$ cat src/rtl/keypad_pkg.sv
// Shared types and constants for the 4x4 matrix keypad scanner.
// KEY_MAP is indexed [column][row] and gives the hex code printed on that key.
package keypad_pkg;

  localparam int COL_W = 4;
  localparam int ROW_W = 4;

  typedef struct packed {
    logic       valid;
    logic       multi;
    logic [3:0] code;
  } scan_res_t;

  localparam scan_res_t NONE = '{valid: 1'b0, multi: 1'b0, code: 4'h0};

  localparam logic [3:0] KEY_MAP [COL_W][ROW_W] = '{
    '{4'h1, 4'h4, 4'h7, 4'h0},
    '{4'h2, 4'h5, 4'h8, 4'hF},
    '{4'h3, 4'h6, 4'h9, 4'hE},
    '{4'hA, 4'hB, 4'hC, 4'hD}
  };

endpackage

$ cat src/rtl/keypad_debounce.sv
// Accepts a new keypad state after DEBOUNCE_SCANS identical consecutive scan results.
// Also remembers the code of the last accepted key.
module keypad_debounce
  import keypad_pkg::*;
#(
  parameter int DEBOUNCE_SCANS = 4
) (
  input  logic       clock,
  input  logic       reset,
  input  logic       scan_end_i,
  input  scan_res_t  result_i,
  output scan_res_t  state_o,
  output logic       change_o,
  output logic [3:0] last_key_o
);

  localparam int CW = $clog2(DEBOUNCE_SCANS + 1);

  scan_res_t   prev_q, prev_d;
  scan_res_t   state_q, state_d;
  logic [CW-1:0] cnt_q, cnt_d;
  logic        change_q, change_d;
  logic [3:0]  last_key_q, last_key_d;

  always_ff @(posedge clock) begin
    if (reset) begin
      prev_q     <= NONE;
      state_q    <= NONE;
      cnt_q      <= '0;
      change_q   <= 1'b0;
      last_key_q <= 4'hF;
    end else begin
      prev_q     <= prev_d;
      state_q    <= state_d;
      cnt_q      <= cnt_d;
      change_q   <= change_d;
      last_key_q <= last_key_d;
    end
  end

  always_comb begin
    prev_d     = prev_q;
    state_d    = state_q;
    cnt_d      = cnt_q;
    change_d   = 1'b0;
    last_key_d = last_key_q;
    if (scan_end_i) begin
      if (result_i == prev_q)
        cnt_d = (cnt_q == CW'(DEBOUNCE_SCANS)) ? cnt_q : cnt_q + CW'(1);
      else
        cnt_d = CW'(1);
      prev_d = result_i;
      if (cnt_d == CW'(DEBOUNCE_SCANS) && result_i != state_q) begin
        state_d  = result_i;
        change_d = 1'b1;
        if (result_i.valid)
          last_key_d = result_i.code;
      end
    end
  end

  assign state_o    = state_q;
  assign change_o   = change_q;
  assign last_key_o = last_key_q;

endmodule

$ cat src/rtl/keypad_scanner.sv
// Column-scanning 4x4 keypad reader: row synchronizer, column dwell counter and
// per-scan accumulator; debouncing is delegated to keypad_debounce.
module keypad_scanner
  import keypad_pkg::*;
#(
  parameter int SCAN_CYCLES    = 100000,
  parameter int DEBOUNCE_SCANS = 4
) (
  input  logic             clock,
  input  logic             reset,
  input  logic [ROW_W-1:0] row,
  output logic [COL_W-1:0] col,
  output logic [3:0]       DispVal,
  output logic             key_valid,
  output logic             key_down
);

  localparam int DW = $clog2(SCAN_CYCLES);

  logic [ROW_W-1:0] sync1_q, sync2_q;
  logic [DW-1:0]    dwell_q, dwell_d;
  logic [1:0]       col_idx_q, col_idx_d;
  logic [COL_W-1:0] col_q, col_d;
  scan_res_t        acc_q, acc_d, sample_acc, scan_res, db_state;
  logic             sample, scan_end, db_change;
  logic [2:0]       n_low;
  logic [1:0]       row_hit;
  logic [3:0]       db_last_key;

  always_ff @(posedge clock) begin
    if (reset) begin
      sync1_q   <= '1;
      sync2_q   <= '1;
      dwell_q   <= '0;
      col_idx_q <= '0;
      col_q     <= 4'b1110;
      acc_q     <= NONE;
    end else begin
      sync1_q   <= row;
      sync2_q   <= sync1_q;
      dwell_q   <= dwell_d;
      col_idx_q <= col_idx_d;
      col_q     <= col_d;
      acc_q     <= acc_d;
    end
  end

  always_comb begin
    sample    = (dwell_q == DW'(SCAN_CYCLES - 1));
    scan_end  = sample && (col_idx_q == 2'd3);
    dwell_d   = sample ? '0 : dwell_q + DW'(1);
    col_idx_d = sample ? col_idx_q + 2'd1 : col_idx_q;
    col_d     = ~(COL_W'(1) << col_idx_d);

    n_low   = '0;
    row_hit = '0;
    for (int r = 0; r < ROW_W; r++) begin
      if (!sync2_q[r]) begin
        n_low   = n_low + 3'd1;
        row_hit = 2'(r);
      end
    end

    // A second low anywhere in the scan, or two in one column, poisons the scan.
    sample_acc = acc_q;
    if (n_low == 3'd1 && !acc_q.valid && !acc_q.multi) begin
      sample_acc.valid = 1'b1;
      sample_acc.code  = KEY_MAP[col_idx_q][row_hit];
    end else if (n_low != 3'd0) begin
      sample_acc.multi = 1'b1;
    end

    scan_res = NONE;
    if (sample_acc.valid && !sample_acc.multi) begin
      scan_res.valid = 1'b1;
      scan_res.code  = sample_acc.code;
    end

    acc_d = acc_q;
    if (sample)
      acc_d = scan_end ? NONE : sample_acc;
  end

  keypad_debounce #(
    .DEBOUNCE_SCANS(DEBOUNCE_SCANS)
  ) u_debounce (
    .clock      (clock),
    .reset      (reset),
    .scan_end_i (scan_end),
    .result_i   (scan_res),
    .state_o    (db_state),
    .change_o   (db_change),
    .last_key_o (db_last_key)
  );

  assign col       = col_q;
  assign DispVal   = db_last_key;
  assign key_valid = db_change && db_state.valid;
  assign key_down  = db_state.valid;

endmodule

$ cat config.mk
export PLATFORM = sky130hd
export DESIGN_NAME = keypad_scanner
export DESIGN_NICKNAME = d
export VERILOG_FILES = /design/src/rtl/keypad_pkg.sv /design/src/rtl/keypad_debounce.sv /design/src/rtl/keypad_scanner.sv
export SDC_FILE = /design/constraint.sdc
export NUM_CORES = 1
export LEC_CHECK = 0
export ABC_AREA = 1
export CELL_PAD_IN_SITES_DETAIL_PLACEMENT = 1
export CELL_PAD_IN_SITES_GLOBAL_PLACEMENT = 2
export CORE_MARGIN = 2
export CORE_UTILIZATION = 30
export CTS_CLUSTER_SIZE = 12
export DETAILED_ROUTE_END_ITERATION = 12
export GPL_TIMING_DRIVEN = 0
export PLACE_DENSITY_LB_ADDON = 0.1
export SKIP_CTS_REPAIR_TIMING = 1
export SLEW_MARGIN = 20
export SYNTH_ARGS = -nofsm -noshare
export SYNTH_HDL_FRONTEND = slang
export SYNTH_SLANG_ARGS = --single-unit
$ cat constraint.sdc
create_clock -name clock -period 2.7 [get_ports clock]
set_clock_uncertainty 0.1 [all_clocks]
set_input_delay 0.54 -clock clock [delete_from_list [all_inputs] [get_ports clock]]
set_output_delay 0.54 -clock clock [all_outputs]
set_load 0.1 [all_outputs]
==> impl_metrics.yaml <==
run_status:
  outcome: "complete, but fails checks"
  violations: "negative setup slack"
timing:
  setup_ws_ns: -0.280
  period_share_pct: 110
  relSlewSlack_pct: 35.1
  tightest_slew_ns: 0.971
  period_minus_slack_ns: 2.98
  rsz0062_at_grt: "true"
  max_freq_mhz: 336
  setup_viol_count_final: 11
  slew_violations: 0
  hold_viol: 0
cts:
  cts_tree: "yes"
  cts_buffers: 5
  clockRootBuffer: "clkbuf_8"
  insertion_delay_ns: 0.32
  path_clk_slew_ns: 0.12
  cts_buffer_depth: 2
  clock_sinks: 55
  cts-htree-levels: 2
setup_path:
  path_class: "reg -> reg"
  cp-end-kind: "flop"
  crit_arrival_ns: 3.08
  cp-start-kind: "flop"
  path_max_fanout: 6
  crit_required_ns: 2.80
logic_synthesis:
  ys.warnings.count: 0
  synth_area_leaders: "dfxtp_1, nand2_1, nand3_1"
  yosys.area.top_type: "dfxtp_1"
  synth-seq-cells: 55
  mappedNetlistNets: 407
  avgSynthCellArea_sq_um: 7.05
  synth_top_area_share_pct: 39.8
  synth_cell_types: 33
  synth_edf_count: 0
  synthArstFlopShare_pct: 0
  synthCells: 392
  syn_area_sq_mm: 0.00277
  synth-main-ff-cell: "dfxtp_1"
  yosysSeqAreaShare_pct: 39.8
placement:
  place_ws_ns: -0.560
  port_buffers: 15
  gp_congestion: 0.738
  place_area_sq_mm: 0.00311
  place_inst: 518
  dp_hpwl_mm: 5.35
floorplan:
  die_h_microns: 100
  die_x_microns: 100
  core_sq_mm: 0.00911
  die_area_sq_mm: 0.0100
  start_util_pct: 30.4
  ios: 16
  num_rows: 35
final_layout:
  fin_nets: 442
  fill_cells: 1132
  areaGrowthSynthToFinish_pct: 29.3
  finalNonFillerCells: 539
  seq_area_sq_mm: 0.00111
  n_antenna_cell: 0
  fin_area_sq_mm: 0.00357
  drive_gt1_share_pct: 25.0
  multi_input_area_sq_mm: 0.00175
  final_core_util_pct: 39.2
drt:
  ant_nets: 0
  drtIter0Drc: 35
  routed_wl_mm: 7.21
  drt-pass1-iter-count: 4
  drcViolationCount: 0
  num_vias: 2601
  vias_per_cell: 4.83
  wl_per_cell_microns: 13.4
worst_hold_path:
  hp-class: "reg -> reg"
global_routing:
  grt_usage_pct: 14.8
  antenna_found_initial: 0
  grt_pass1_vias: 2554
  grt_start_max_net_pins: 18
  gr-total-overflow: 0
  grt_pass1_wl_mm: 11.9
pwr:
  finalPower_mw: 1.51
  p_leak_nw: 1.40
  peakVddDrop_uv: 204
  powerDensity_mw_per_mm2: 423
job:
  cap_violations: 0
cells by family (layout without fill, tap and decap cells):
kind of cell | count (synthesis) | after routing | synth area share (%)
compound gates | 42 | 42 | 8.96
xor+xnor | 4 | 4 | 1.27
fa+ha+maj | 9 | 9 | 4.07
buf+inv | 55 | 91 | 7.74
flops | 55 | 55 | 39.8
simple gates | 227 | 227 | 38.1
routing by layer:
layer / track usage (%) / routed length, microns / vias up
met5: 0 / 0 / -
met4: 4.00 / 82 / 0
met3: 2.58 / 108 / 8
met2: 24.9 / 3470 / 11
met1: 19.6 / 3550 / 1245
li1: - / - / 1337
path summary, 6_finish.rpt:
check                        startpoint                                    end  slack, ns  cells past startpoint
hold / removal    sync1_q[3]$_SDFF_PP1_                  sync2_q[3]$_SDFF_PP1_       0.32                      1
setup / recovery  sync2_q[1]$_SDFF_PP1_  u_debounce.last_key_o[0]$_SDFFE_PP1P_      -0.28                     24
setup reg to reg  sync2_q[1]$_SDFF_PP1_  u_debounce.last_key_o[0]$_SDFFE_PP1P_      -0.28                     24
hold reg to reg   sync1_q[3]$_SDFF_PP1_                  sync2_q[3]$_SDFF_PP1_       0.32                      1
placed cells by master (no fill, tap or decap), drive strengths merged:
| master | instances |
|---|---|
| nor4 | 6 |
| a21oi | 21 |
| o21a | 2 |
| dlymetal6s2s | 1 |
| and2 | 1 |
| nand3 | 38 |
| clkinvlp | 1 |
| o211ai | 1 |
| inv | 49 |
| dfxtp | 55 |
| clkinv | 1 |
| xor2 | 3 |
| nor2 | 37 |
| nand3b | 5 |
| nor3 | 6 |
| a22oi | 4 |
| nor3b | 2 |
| o21bai | 2 |
| or2 | 10 |
| ha | 9 |
| clkdlybuf4s50 | 14 |
| buf | 14 |
| nand2 | 114 |
| clkbuf | 11 |
| o21ai | 12 |
| nand4 | 8 |
| xnor2 | 1 |
cell usage after synthesis, types with 2 or more instances:
library cell / instances
nor3b_1: 2
nor4_1: 6
nor2_4: 4
nand3_1: 38
a22oi_1: 4
nand2_1: 109
xor2_1: 3
inv_1: 45
a21oi_1: 21
o21ai_0: 9
inv_2: 3
o21a_1: 2
nand3b_1: 5
nand4_1: 7
nor3_1: 6
ha_1: 9
or2_2: 10
nand2_2: 4
o21bai_1: 2
dfxtp_1: 55
nor2_1: 31
nor2_2: 2
clkbuf_1: 5
flip-flops by register name, indices dropped and copies added (netlist names):
name,cells
u_debounce.change_o,1
u_debounce.last_key_o,4
u_debounce.cnt_q,3
col_idx_q,2
sync2_q,4
col,4
sync1_q,4
acc_q,6
u_debounce.state_o,5
dwell_q,17
u_debounce.prev_q,5
through the flow:
step | TNS [ns] | hold slack [ns]
after detailed placement | -5.68 | 0.299
final | -2.61 | 0.320
after CTS | -5.78 | 0.323
after global placement | -5.20 | 0.291
after global routing | -5.05 | 0.336
after floorplan | -0.612 | 0.289
report_power, final:
group          switching (mW)  internal [mW]
clock network           0.292          0.187
registers             0.00682          0.820
logic                   0.126         0.0818
cell type report:
class	count	area share (%)
Multi-Input combinational cell	282	49.0
Sequential cell	55	30.9
Timing Repair Buffer	28	7.49
Inverter	49	5.36
Tap cell	111	3.89
Clock buffer	6	2.03
Buffer	6	0.875
Clock inverter	2	0.455
worst max-delay path, cell delays in order, from the launching register on:
cell and delay, ns:
dfxtp_4 0.38, inv_4 0.04, ha_4 0.30, nand2_4 0.07, nand2_4 0.09, inv_4 0.03, ha_4 0.15, nand2_4 0.06
inv_2 0.04, nand2_2 0.06, nand2_2 0.08, nor2_2 0.12, nand2_2 0.08, o21ai_4 0.19, buf_6 0.14, nand2_2 0.05
nand2_2 0.07, nand2_2 0.06, nor2_4 0.16, nand4_4 0.14, nor2_4 0.13, buf_12 0.15, nand2_8 0.07, nand2_4 0.08
nand3_2 0.05
(Power assumes the default switching activity.)
